[src/rtl/nco_pkg.sv]
// Definitions shared by the carrier-recovery NCO blocks and the
// clients of the sine look-up ROM.
package nco_pkg;

    localparam int STALL_CNT_W = 16;

    typedef logic [7:0] lut_addr_t;

    // Index of the set bit in a one-hot vector of up to eight requesters.
    // An all-zero vector gives index 0.
    function automatic logic [2:0] onehot_to_idx(input logic [7:0] onehot);
        logic [2:0] idx;
        idx = '0;
        for (int i = 0; i < 8; i++) begin
            if (onehot[i]) idx = 3'(i);
        end
        return idx;
    endfunction

endpackage

[src/rtl/rr_arbiter.sv]
// Round-robin priority search: grants the first active request found at
// or after ptr, wrapping modulo NUM_REQ. Purely combinational.
module rr_arbiter
    import nco_pkg::*;
#(
    parameter int NUM_REQ = 4,
    parameter int PTR_W   = $clog2(NUM_REQ)
) (
    input  logic [NUM_REQ-1:0] req,
    input  logic [PTR_W-1:0]   ptr,
    output logic [NUM_REQ-1:0] gnt,
    output logic [PTR_W-1:0]   gnt_idx,
    output logic               gnt_valid
);

    logic       found;
    logic [7:0] gnt_pad;

    // NOTE: every variable assigned here gets a default first, so no path
    // leaves one unassigned and no latch is inferred.
    always_comb begin
        gnt   = '0;
        found = 1'b0;
        for (int i = 0; i < NUM_REQ; i++) begin
            if (!found && req[(int'(ptr) + i) % NUM_REQ]) begin
                gnt[(int'(ptr) + i) % NUM_REQ] = 1'b1;
                found = 1'b1;
            end
        end
    end

    always_comb begin
        gnt_pad                = '0;
        gnt_pad[NUM_REQ-1:0]   = gnt;
        gnt_idx                = PTR_W'(onehot_to_idx(gnt_pad));
        gnt_valid              = |gnt;
    end

endmodule

[src/rtl/sin_lut_arbiter.sv]
// Shares one sine ROM among NUM_REQ phase accumulators: one round-robin
// grant per cycle, response tags aligned to the ROM latency, stall counter.
module sin_lut_arbiter
    import nco_pkg::*;
#(
    parameter int NUM_REQ     = 4,
    parameter int ADDR_WIDTH  = 8,
    parameter int DATA_WIDTH  = 8,
    parameter int ROM_LATENCY = 1
) (
    input  logic                          clk,
    input  logic                          reset_n,
    input  logic [NUM_REQ-1:0]            req_i,
    input  logic [NUM_REQ*ADDR_WIDTH-1:0] addr_i,
    output logic [NUM_REQ-1:0]            gnt_o,
    output logic [ADDR_WIDTH-1:0]         rom_addr_o,
    input  logic [DATA_WIDTH-1:0]         rom_q_i,
    output logic [NUM_REQ-1:0]            rsp_valid_o,
    output logic [DATA_WIDTH-1:0]         rsp_data_o,
    output logic [STALL_CNT_W-1:0]        stall_cnt_o
);

    localparam int PTR_W = $clog2(NUM_REQ);

    logic [PTR_W-1:0]       rr_ptr_q, rr_ptr_d;
    logic [ADDR_WIDTH-1:0]  addr_hold_q, addr_hold_d;
    logic [NUM_REQ-1:0]     tag_q [ROM_LATENCY];
    logic [NUM_REQ-1:0]     tag_d [ROM_LATENCY];
    logic [STALL_CNT_W-1:0] stall_cnt_q, stall_cnt_d;

    logic [NUM_REQ-1:0]     arb_gnt;
    logic [PTR_W-1:0]       arb_idx;
    logic                   arb_valid;
    logic                   grant_valid;

    rr_arbiter #(
        .NUM_REQ (NUM_REQ),
        .PTR_W   (PTR_W)
    ) u_rr_arbiter (
        .req       (req_i),
        .ptr       (rr_ptr_q),
        .gnt       (arb_gnt),
        .gnt_idx   (arb_idx),
        .gnt_valid (arb_valid)
    );

    // Grants are suppressed while reset is held so nothing enters the tag pipe.
    always_comb begin
        grant_valid = reset_n && arb_valid;
        gnt_o       = grant_valid ? arb_gnt : '0;
        rom_addr_o  = grant_valid ? addr_i[int'(arb_idx)*ADDR_WIDTH +: ADDR_WIDTH]
                                  : addr_hold_q;
        addr_hold_d = rom_addr_o;
    end

    always_comb begin
        rr_ptr_d = rr_ptr_q;
        if (grant_valid) begin
            rr_ptr_d = (int'(arb_idx) == NUM_REQ - 1) ? '0 : arb_idx + 1'b1;
        end
    end

    always_comb begin
        tag_d[0] = gnt_o;
        for (int i = 1; i < ROM_LATENCY; i++) begin
            tag_d[i] = tag_q[i-1];
        end
    end

    always_comb begin
        stall_cnt_d = stall_cnt_q;
        if ($countones(req_i) >= 2 && stall_cnt_q != '1) begin
            stall_cnt_d = stall_cnt_q + 1'b1;
        end
    end

    // NOTE: sequential state uses non-blocking assignments so every flop
    // samples the pre-edge value of its neighbours.
    always_ff @(posedge clk or negedge reset_n) begin
        if (!reset_n) begin
            rr_ptr_q    <= '0;
            addr_hold_q <= '0;
            stall_cnt_q <= '0;
            // NOTE: every tag stage is reset, which is what discards reads
            // still in flight when reset arrives.
            for (int i = 0; i < ROM_LATENCY; i++) begin
                tag_q[i] <= '0;
            end
        end else begin
            rr_ptr_q    <= rr_ptr_d;
            addr_hold_q <= addr_hold_d;
            stall_cnt_q <= stall_cnt_d;
            for (int i = 0; i < ROM_LATENCY; i++) begin
                tag_q[i] <= tag_d[i];
            end
        end
    end

    assign rsp_valid_o = tag_q[ROM_LATENCY-1];
    assign rsp_data_o  = rom_q_i;
    assign stall_cnt_o = stall_cnt_q;

endmodule
[config.mk]
export PLATFORM = sky130hd
export DESIGN_NAME = sin_lut_arbiter
export DESIGN_NICKNAME = d
export VERILOG_FILES = /design/src/rtl/nco_pkg.sv /design/src/rtl/rr_arbiter.sv /design/src/rtl/sin_lut_arbiter.sv
export SDC_FILE = /design/constraint.sdc
export NUM_CORES = 1
export LEC_CHECK = 0
export BUFFER_PORTS_ARGS = -buffer_cell sky130_fd_sc_hd__clkbuf_2
export CAP_MARGIN = 20
export CORE_UTILIZATION = 48
export CTS_CLUSTER_DIAMETER = 40
export DETAILED_ROUTE_END_ITERATION = 8
export HOLD_SLACK_MARGIN = 0.08
export PLACE_DENSITY = 0.8
export RECOVER_POWER = 25
export SLEW_MARGIN = 20
export SYNTH_ARGS = -nofsm -noshare
export SYNTH_HDL_FRONTEND = slang
export SYNTH_SLANG_ARGS = --single-unit
[constraint.sdc]
create_clock -name clk -period 3.95 [get_ports clk]
set_input_delay 0.1975 -clock clk [delete_from_list [all_inputs] [get_ports clk]]
set_output_delay 0.1975 -clock clk [all_outputs]
set_load 0.01 [all_outputs]
==> results of run 1 <==
==> Yosys cell counts, types with 2 or more instances <==
cell type / number
buf_6: 2
ha_1: 7
xnor2_1: 7
nand2_1: 11
buf_4: 8
and3_1: 4
and4_1: 2
mux4_1: 2
and2_1: 2
a21oi_1: 12
clkbuf_1: 2
mux4_2: 2
nor2_1: 8
mux2_4: 8
a21o_1: 9
buf_2: 2
xor2_1: 8
nand3_1: 4
nand4_1: 3
o21ai_0: 2
o211ai_2: 7
a32oi_1: 8
dfrtp_1: 30
inv_1: 18
==> placed cells by master (no fill, tap or decap), types with 2 or more instances in the layout <==
cell,n
a21o_1,9
nor2_1,8
nand2_1,11
mux2_4,8
and4_1,2
inv_1,18
nand4_1,3
mux4_1,2
a32oi_1,8
dfrtp_1,29
clkbuf_2,69
a21oi_1,12
o211ai_2,7
nand3_1,4
ha_1,7
mux4_2,2
o21ai_0,2
clkbuf_8,6
and3_1,4
xor2_1,8
xnor2_1,7
buf_4,4
==> stage by stage <==
stage	area [um^2]	hold slack [ns]	instances	total power, W	worst slack (ns)
after detailed placement	2390	0.238	300	0.00182	0.394
after CTS	2500	0.255	309	0.00210	0.0800
after floorplan	2050	-0.0981	191	0.00149	0.895
after global routing	2500	0.288	309	0.00227	0.0548
after global placement	2390	0.233	300	0.00180	0.521
final	2500	0.266	309	0.00210	0.280
==> layer usage <==
| layer | up-vias | track usage (%) | wire [um] |
|---|---|---|---|
| met3 | 8 | 4.90 | 328 |
| met4 | 0 | 10.1 | 85 |
| met2 | 67 | 36.9 | 2200 |
| met1 | 805 | 26.3 | 2100 |
| li1 | 815 | - | - |
| met5 | - | 0 | 0 |
==> power breakdown <==
part,switching [W],leakage (nW),internal (W)
Clock,0.000123,0.0472,0.000140
Combinational,0.000746,0.887,0.000595
Sequential,0.0000803,0.370,0.000418
Total,0.000949,1.31,0.00115
==> sequential cells by signal, summed over array words and instances, names as in the netlist <==
| signal | cells |
|---|---|
| stall_cnt_o | 16 |
| rr_ptr_q | 2 |
| addr_hold_q | 8 |
| rsp_valid_o | 4 |
==> worst min-delay path by stage <==
stage	to	slack (ns)
6_report	addr_hold_q[5]	0.27
5_1_grt	addr_hold_q[7]	0.29
4_1_cts	addr_hold_q[1]	0.25
3_5_place_dp	stall_cnt_o[3]	0.24
3_3_place_gp	stall_cnt_o[3]	0.23
2_1_floorplan	addr_hold_q[0]	-0.1
==> critical path, cell delays in order (launching register included) <==
cell       delay [ns]
dfrtp_1          0.47
inv_1            0.12
ha_1             0.33
mux4_2           0.61
nor3b_1          0.21
a2111oi_4        0.36
buf_4            0.28
mux2_4           0.33
o211ai_2         0.17
a32oi_1          0.14
clkbuf_2         0.15
==> what timing repair did <==
item | in CTS | in global routing
endpoints found under the setup margin | 0 | 8
gates resized for setup | 0 | 3
endpoints found under the hold margin | 30 | 0
hold buffers | 1 | 0
==> cells by family (layout without fill, tap and decap cells) <==
kind of cell	after synthesis	in the layout
AO/OA/AOI/OAI	47	47
XOR/XNOR	15	15
adder cells (fa/ha/maj)	8	8
buffers and inverters	32	100
flip-flops	30	30
multiplexers	14	14
AND/OR/NAND/NOR	45	45
==> area by class of cell <==
type / instances / area, um^2
Inverter: 18 / 67.6
Multi-Input combinational cell: 129 / 1140
Sequential cell: 30 / 752
Fill cell: 322 / 1550
Tap cell: 50 / 62.6
Clock buffer: 6 / 82.6
Timing Repair Buffer: 74 / 385
Clock inverter: 2 / 12.5
==> summary.md, run 1 <==
| Metric | Value |
|---|---|
| Routability cong. | `a little under 0.9` |
| Largest net degree at the start of global routing | `32` |
| Pwr dens | `~840 nW/um^2` |
| Rel. slew slack | `57.1%` |
| Ratio of cells with drive above 1 in the final layout | `42.5%` |
| Mean post-synth cell area | `roughly 11 um^2` |
| Initial antenna violation count | `0` |
| Level count of the clock H-tree | `2` |
| Critical path required time | `3.75 ns` |
| Total grt overflow | `0` |
| Worst setup SP type | `flop` |
| Worst hold path startpoint | `addr_i[29]` |
| Worst Hold Depth | `3` |
| Via/cell ratio | `5.49` |
| Yosys warning total | `0` |
| Xor/xnor share of the synthesized area | `6.40%` |
| Number of max-cap violations | `0` |
| Synth unique cells | `47` |
| Root Buffer | `clkbuf_8` |
| First-pass GRT wire length | `7330 um` |
| F_max | `272 MHz` |
| Worst Reg-to-Reg Cells | `9` |
| Rows | `23` |
| Largest family of logic cells by synthesized area | `compound AO/OA/AOI/OAI gates` |
| Status | `finished, final reports clean` |
| Reg2reg start | `rr_ptr_q[1]` |
| Die area | `4540 um^2` |
| Layout area overhead | `22.0%` |
| Post-Syn Instances | `~190` |
| Max Slew Vio Count | `0` |
| Clock buffer depth | `2` |
| Simple-gate share of the synthesized area | `a little over an eighth` |
| Diode count | `0` |
| Static leakage | `1.31 nW` |
| Synthesized flop and latch total | `30` |
| CTS tree | `yes` |
| WL/cell | `15.3 um` |
| Hold Fails Final Rpt | `0` |
| Critical Path AT | `approximately 3.5 ns` |
| Worst-margin pin slew | `0.644 ns` |
| Sink Count | `30` |
| # IOs | `86` |
| Synth Area in Adders | `about 5.2%` |
| Period utilization | `92.9%` |
| Final wirelength | `4720 um` |
| RSZ-0062 raised after global routing | `false` |
| RR Endpoint | `addr_hold_q[2]` |
| DRC violations left | `0` |
| Peak supply drop | `0.307 mV` |
| Top FF cell, synth | `dfrtp_1` |
| DR pass1 iterations | `4` |
| Post-synth EDFFs | `0` |
| GRT Overall Usage | `21.9%` |
| Asr flop ratio synth | `100%` |
| Post-detailed-placement half-perimeter wirelength | `3460 um` |
| HP Class | `in -> reg` |
| Synthesized area | `2050 um^2` |
| Final setup TNS | `0 ns` |
| Crit path capture | `rom_addr_o[2]` |
| Peak fanout along the critical path | `9` |
| Register area share after synthesis | `36.6%` |
| Clock Skews | `~0.0029 ns` |
| Fin util | `61.7%` |
| DRT iter0 DRCs | `between 100 and 150` |
| Mapped Nets | `245` |
| R2R Setup Slk | `0.78 ns` |
| Synth area leaders | `dfrtp_1 (37%), mux2_4 (5.9%), ha_1 (4.3%)` |
| Synth Area in Compound Gates | `18.7%` |
| Die X | `a little under 70 um` |
| Vias in the first global route | `1,622` |
| Post-synthesis mux area share | `roughly an eighth` |
| CP Launch Point | `rr_ptr_q[1]` |
| WS Path Type | `reg -> out` |
| Starting density of the core | `50.6%` |
| Port Buffer Count | `69` |
| Insertion delay to the later sink of the worst-skew pair | `0.29 ns` |
| Critical path endpoint category | `output port` |
| CTS Buf Count | `5` |
| DRT antenna net count | `0` |
| Final nets | `312` |
| Setup violators final | `0` |
| CORE AREA | `4060 um^2` |
| Largest area contributor in the netlist | `dfrtp_1` |
| Synth top area share | `36.6%` |
| Final min period | `around 3.7 ns` |
| Post-CTS Setup Inserts | `0` |
| Clock slew at reported path FFs | `~0.070 ns` |
| Die span in y | `67.4 um` |
| Vias | `1,695` |
Note: power is estimated with default switching activity, not from simulation.
==> inputs of run 2 (changes only) <==
Settings changed: CORE_MARGIN from default to 2.
==> run 2 against run 1 <==
Net effect: sequential share of layout area decreased by 0.57 points; global-route usage decreased by 0.99 points; clock power increased by 51%; non-clock buffer count increased by 1; setup slack got worse by 0.072 ns; power increased by 6.9%; wire length increased by 6.1%; highest routed layer unchanged.
==> summary.md, run 2 (synthesized netlist as in run 1, its figures left out) <==
| Metric | Value |
|---|---|
| Worst-margin pin slew | `0.565 ns (-0.0791 ns)` |
| # IOs | `86 (unchanged)` |
| Most frequent cells in the layout | `clkbuf_2 (69), dfrtp_1 (29), inv_1 (18)` |
| WL/cell | `16.1 um (+5.7%)` |
| RSZ-0062 raised after global routing | `false` |
| Die span in y | `69.4 um (+3.0%)` |
| Routability cong. | `0.846 (-2.2%)` |
| First-pass GRT wire length | `8110 um (+11%)` |
| Worst Reg-to-Reg Cells | `9 (unchanged)` |
| Final min period | `3.74 ns (+0.0716 ns)` |
| Setup violators final | `0 (unchanged)` |
| Insertion delay to the later sink of the worst-skew pair | `0.29 ns (about the same)` |
| HP Class | `in -> reg` |
| CTS tree | `yes` |
| Die area | `4820 um^2 (+6.0%)` |
| Crit-path cells | `inv_1 > ha_1 > mux4_2 > nor4b_4 > nand2_1 > buf_4 > and3_1 > a31o_2 > a32oi_1 > clkbuf_2` |
| Post-detailed-placement half-perimeter wirelength | `3660 um (+5.8%)` |
| Slowest cell on the critical path | `mux4_2` |
| Period utilization | `94.7% (+1.8 points)` |
| Number of max-cap violations | `0 (unchanged)` |
| Peak supply drop | `0.447 mV (+46%)` |
| Sink Count | `30 (unchanged)` |
| Worst hold path startpoint | `addr_i[27]` |
| Status | `finished, final reports clean` |
| Clock slew at reported path FFs | `0.07 ns (about the same)` |
| Critical Path AT | `3.54 ns (+0.07 ns)` |
| Ratio of cells with drive above 1 in the final layout | `42.3% (-0.16 points)` |
| Worst setup SP type | `flop` |
| Critical path endpoint category | `output port` |
| WS Path Type | `reg -> out` |
| Final setup TNS | `0 ns (unchanged)` |
| Peak fanout along the critical path | `11 (+2)` |
| Worst Hold Depth | `3 (unchanged)` |
| Rows | `23 (unchanged)` |
| Clock buffer depth | `2 (unchanged)` |
| RR Endpoint | `addr_hold_q[7]` |
| F_max | `267 MHz (-1.9%)` |
| Worst Hold End | `addr_hold_q[3]` |
| Level count of the clock H-tree | `2 (unchanged)` |
| DR pass1 iterations | `4 (unchanged)` |
| Design area | `2550 um^2 (+1.9%)` |
| Largest register FFs | `16 (unchanged)` |
| CP peak stage delay | `0.62 ns (about the same)` |
| Hold Fails Final Rpt | `0 (unchanged)` |
| Starting density of the core | `50.6% (unchanged)` |
| CORE AREA | `4060 um^2 (unchanged)` |
| Static leakage | `1.33 nW (+2.1%)` |
| DRC violations left | `0 (unchanged)` |
| GRT Overall Usage | `20.9% (-0.99 points)` |
| Total grt overflow | `0 (unchanged)` |
| Final wirelength | `5000 um (+6.1%)` |
| Layout area overhead | `24.4%` |
| DRT iter0 DRCs | `98 (-9.3%)` |
| R2R Setup Slk | `0.78 ns (about the same)` |
| Vias | `1,719 (+1.4%)` |
| Max Slew Vio Count | `0 (unchanged)` |
| Commonest non-fill, non-tap cell in the layout | `clkbuf_2` |
| Via/cell ratio | `5.55 (+1.1%)` |
| Critical path required time | `3.75 ns (about the same)` |
| Rel. slew slack | `62.3% (+5.3 points)` |
| Vias in the first global route | `1,771 (+9.2%)` |
| Port Buffer Count | `69 (unchanged)` |
| Root Buffer | `clkbuf_8` |
| Diode count | `0 (unchanged)` |
| Clock Skews | `0.00590 ns (+0.00301 ns)` |
| DRT antenna net count | `0 (unchanged)` |
| Pwr dens | `879 nW/um^2 (+4.8%)` |
| Die X | `69.4 um (+3.0%)` |
| Initial antenna violation count | `0 (unchanged)` |
| Largest net degree at the start of global routing | `32 (unchanged)` |
| Cell Area, Placed | `2390 um^2 (unchanged)` |
| CTS Buf Count | `5 (unchanged)` |
| Final nets | `313 (+0.32%)` |
| Reg2reg start | `rr_ptr_q[1]` |
## run 2: changes by cell type in the layout (fill, tap and decap cells not counted), sizes merged
| cell | change |
|---|---|
| clkinvlp | -1 |
| bufinv | +2 |
| buf | +1 |
| clkinv | -1 |
## run 2: worst max-delay path: cells and delay by family (launching register included)
| family | cells | cell delay [ns] |
|---|---|---|
| compound gates | 2 | 0.57 |
| fa+ha+maj | 1 | 0.33 |
| buf+inv | 3 | 0.50 |
| flops | 1 | 0.48 |
| mux | 1 | 0.62 |
| simple gates | 3 | 0.75 |
## run 2: final cells by class
class                           count  area (um^2)
Sequential cell                    30          752
Inverter                           18         67.6
Tap cell                           50         62.6
Timing Repair Buffer               75          393
Clock inverter                      2         60.1
Clock buffer                        6         82.6
Multi-Input combinational cell    129         1140
Fill cell                         329         1500
## run 2: per-stage QoR
stage	setup WS, ns	power [W]	hold WS, ns	instances	utilization (%)
after floorplan	0.895	0.00149	-0.0981	191	-
after global placement	0.412	0.00179	0.234	300	58.9
after detailed placement	0.341	0.00183	0.244	300	58.9
after CTS	0.0169	0.00223	0.267	309	62.7
after global routing	0.0637	0.00237	0.280	310	62.9
final	0.208	0.00225	0.272	310	62.9
## run 2: power by group
group / internal, W / switching [W] / leakage, nW
logic: 0.000601 / 0.000750 / 0.891
clock network: 0.000269 / 0.000128 / 0.0714
registers: 0.000417 / 0.0000810 / 0.370
## run 2: how the worst max path moves through the flow
stage                      startpoint       endpoint  slack [ns]  depth (start not counted)
after CTS                 rr_ptr_q[0]  rom_addr_o[6]        0.02                          9
final                     rr_ptr_q[1]  rom_addr_o[7]        0.21                         10
after global routing      rr_ptr_q[1]  rom_addr_o[6]        0.06                         10
after global placement    rr_ptr_q[0]  rom_addr_o[6]        0.41                          9
after detailed placement  rr_ptr_q[0]  rom_addr_o[6]        0.34                          9
after floorplan           rr_ptr_q[0]  rom_addr_o[6]        0.90                          9
## run 2: timing repair
| action | CTS | global route |
|---|---|---|
| resized for setup | 0 | 2 |
| endpoints found under the hold margin | 30 | 0 |
| endpoints found under the setup margin | 0 | 8 |
| hold buffers | 1 | 0 |
| buffers inserted | 0 | 1 |
## run 2: routing by layer
metal | wire length, um | global-route usage, % | vias up
li1 | - | - | 817
met1 | 2140 | 25.6 | 824
met2 | 2420 | 35.0 | 68
met3 | 362 | 5.52 | 10
met4 | 75 | 8.06 | 0
met5 | 0 | 0 | -
==> inputs of run 3 (changes only) <==
Settings changed: CORE_UTILIZATION 48 to 40, PLACE_DENSITY 0.8 to 0.69.
==> run 3 against run 2 <==
Net effect: via count shrank 1.1%; global-route usage shrank 3.2 points; combinational power about the same; die area increased by 19%; sequential share of layout area is 0.48 points higher; clock power fell by 19%; register-to-register slack about the same; power shrank 4.3%; first-iteration DRC count fell by 30%; critical path depth stayed put; final cell count is 5.5% higher; largest power group unchanged.
==> summary.md, run 3 (synthesized netlist as in run 1, its figures left out) <==
| Metric | Value |
|---|---|
| Met3 WL | `356 um (-1.7%)` |
| WS Path Type | `reg -> out` |
| Die span in y | `75.6 um (+9.0%)` |
| Peak supply drop | `0.347 mV (-22%)` |
| Via/cell ratio | `5.20 (-6.2%)` |
| Critical Path AT | `3.48 ns (-0.06 ns)` |
| Initial antenna violation count | `0 (unchanged)` |
| Hold Fails Final Rpt | `0 (unchanged)` |
| Final nets | `311 (-0.64%)` |
| Net Sw Frac | `44.4% (+1.7 points)` |
| RSZ-0062 raised after global routing | `false` |
| First-pass GRT wire length | `7520 um (-7.2%)` |
| Worst setup SP type | `flop` |
| Die X | `75.6 um (+9.0%)` |
| Sink Count | `30 (unchanged)` |
| Final min period | `3.68 ns (-0.0659 ns)` |
| R2R Setup Slk | `0.78 ns (about the same)` |
| Die area | `5720 um^2 (+19%)` |
| Commonest non-fill, non-tap cell in the layout | `clkbuf_2` |
| CORE AREA | `5040 um^2 (+24%)` |
| Filler instances | `468 (+42%)` |
| Pwr dens | `856 nW/um^2 (-2.7%)` |
| Seq pwr share | `23.2% (+1.0 points)` |
| WL/cell | `15.1 um (-6.6%)` |
| Rows | `26 (+13%)` |
| Diode count | `0 (unchanged)` |
| Critical path endpoint category | `output port` |
| CTS Buf Count | `5 (unchanged)` |
| DR pass1 iterations | `4 (unchanged)` |
| Clock buffer depth | `2 (unchanged)` |
| Root Buffer | `clkbuf_8` |
| Static leakage | `1.25 nW (-5.9%)` |
| Vias | `1,700 (-1.1%)` |
| Setup violators final | `0 (unchanged)` |
| Total grt overflow | `0 (unchanged)` |
| Routability cong. | `0.897 (+5.9%)` |
| Most frequent cells in the layout | `clkbuf_2 (52), dfrtp_1 (29), inv_1 (18)` |
| Rel. slew slack | `47.8% (-15 points)` |
| Final setup TNS | `0 ns (unchanged)` |
| Layout area overhead | `22.4%` |
| Design area | `2510 um^2 (-1.6%)` |
| Cell Area, Placed | `2410 um^2 (+0.73%)` |
| Critical path required time | `3.75 ns (about the same)` |
| Total design power | `0.00215 W (-4.3%)` |
| Peak fanout along the critical path | `10 (-1)` |
| Largest net degree at the start of global routing | `32 (unchanged)` |
| # IOs | `86 (unchanged)` |
| Number of max-cap violations | `0 (unchanged)` |
| DRT antenna net count | `0 (unchanged)` |
| Combinational power share | `61.8% (+1.7 points)` |
| Clock Skews | `0.00438 ns (-0.00152 ns)` |
| Pre-CTS WS | `0.331 ns (-0.00997 ns)` |
| Final wirelength | `4930 um (-1.5%)` |
| Switching power | `0.000954 W (-0.45%)` |
| Period utilization | `93.1% (-1.7 points)` |
| Post-CTS Setup Inserts | `0 (unchanged)` |
| Setup WS post-layout | `0.274 ns (+0.0659 ns)` |
| HP Class | `in -> reg` |
| Post-detailed-placement half-perimeter wirelength | `3700 um (+1.3%)` |
| M1 wire length | `2100 um (-2.1%)` |
| DRT iter0 DRCs | `69 (-30%)` |
| Max Slew Vio Count | `0 (unchanged)` |
| Max Used Layer | `met4` |
| Insertion delay to the later sink of the worst-skew pair | `0.29 ns (about the same)` |
| Worst-margin pin slew | `0.784 ns (+0.218 ns)` |
| Level count of the clock H-tree | `2 (unchanged)` |
| Clock Power Share | `15.0% (-2.7 points)` |
| Vias in the first global route | `1,608 (-9.2%)` |
| GRT Overall Usage | `17.7% (-3.2 points)` |
| F_max | `272 MHz (+1.8%)` |
| Port Buffer Count | `69 (unchanged)` |
| Wire length on met2 | `2390 um (-1.1%)` |
| Starting density of the core | `40.7% (-9.9 points)` |
| CTS tree | `yes` |
| Internal power | `0.00120 W (-7.1%)` |
| Clock slew at reported path FFs | `0.06 ns (about the same)` |
| Ratio of cells with drive above 1 in the final layout | `35.0% (-7.3 points)` |
| Largest register FFs | `16 (unchanged)` |
| DRC violations left | `0 (unchanged)` |
| Status | `finished, final reports clean` |
==> run 3: cell count changes in the layout (fill, tap and decap cells not counted), sizes merged <==
cell | previous run | this run
buf | 5 | 3
bufinv | 2 | 1
==> run 3: what timing repair did <==
item / 4_1_cts / 5_1_grt
endpoints found under the hold margin: 30 / 0
hold buffers: 1 / 0
resized for setup: 0 / 2
setup endpoints to repair: 0 / 8
==> run 3: layout make-up <==
type                       instances  area, um^2  area share [%]
inverter                          18        67.6            2.69
multi-input combinational        129        1140            45.2
tap                               70        87.6            3.49
sequential                        30         752            29.9
clock inverter                     1        30.0            1.20
timing repair buffer              73         357            14.2
clock buffer                       6        82.6            3.29
==> run 3: final timing paths <==
kind,startpoint,end,depth (start not counted)
worst max-delay path,rr_ptr_q[1],rom_addr_o[3],10
worst min-delay path,addr_i[24],addr_hold_q[0],3
worst max register to register,rr_ptr_q[1],addr_hold_q[3],9
worst min register to register,stall_cnt_o[15],stall_cnt_o[15],1
max in group asynchronous,reset_n,rr_ptr_q[0],2
min in group asynchronous,reset_n,stall_cnt_o[1],2
==> run 3: metal layers <==
metal  up-vias  GRT usage [%]
li1        811              -
met1       814           20.8
met2        64           29.8
met3        11           6.35
met4         0           6.43
met5         -              0
==> run 3: power groups by stage <==
stage          combinational (W)  clock, W  sequential [W]
4_1_cts                  0.00134  0.000329        0.000498
5_1_grt                  0.00146  0.000347        0.000516
2_1_floorplan           0.000974         0        0.000514
3_5_place_dp             0.00133         0        0.000503
3_3_place_gp             0.00131         0        0.000497
6_report                 0.00133  0.000322        0.000499
==> run 3: per-stage QoR <==
step           util [%]  std cells  hold WS (ns)
3_5_place_dp       47.8        319         0.325
4_1_cts            50.2        327         0.248
3_3_place_gp       47.8        319         0.316
2_1_floorplan         -        191       -0.0981
5_1_grt            49.8        327         0.266
6_report           49.8        327         0.259
==> run 3: worst max-delay path, stage by stage (launching register included) <==
cell       delay, ns
dfrtp_1         0.47
inv_1           0.12
ha_1            0.34
mux4_2          0.62
nor3b_1         0.21
a2111oi_4       0.34
buf_4           0.28
mux2_4          0.33
o211ai_2        0.16
a32oi_1         0.15
clkbuf_2        0.16
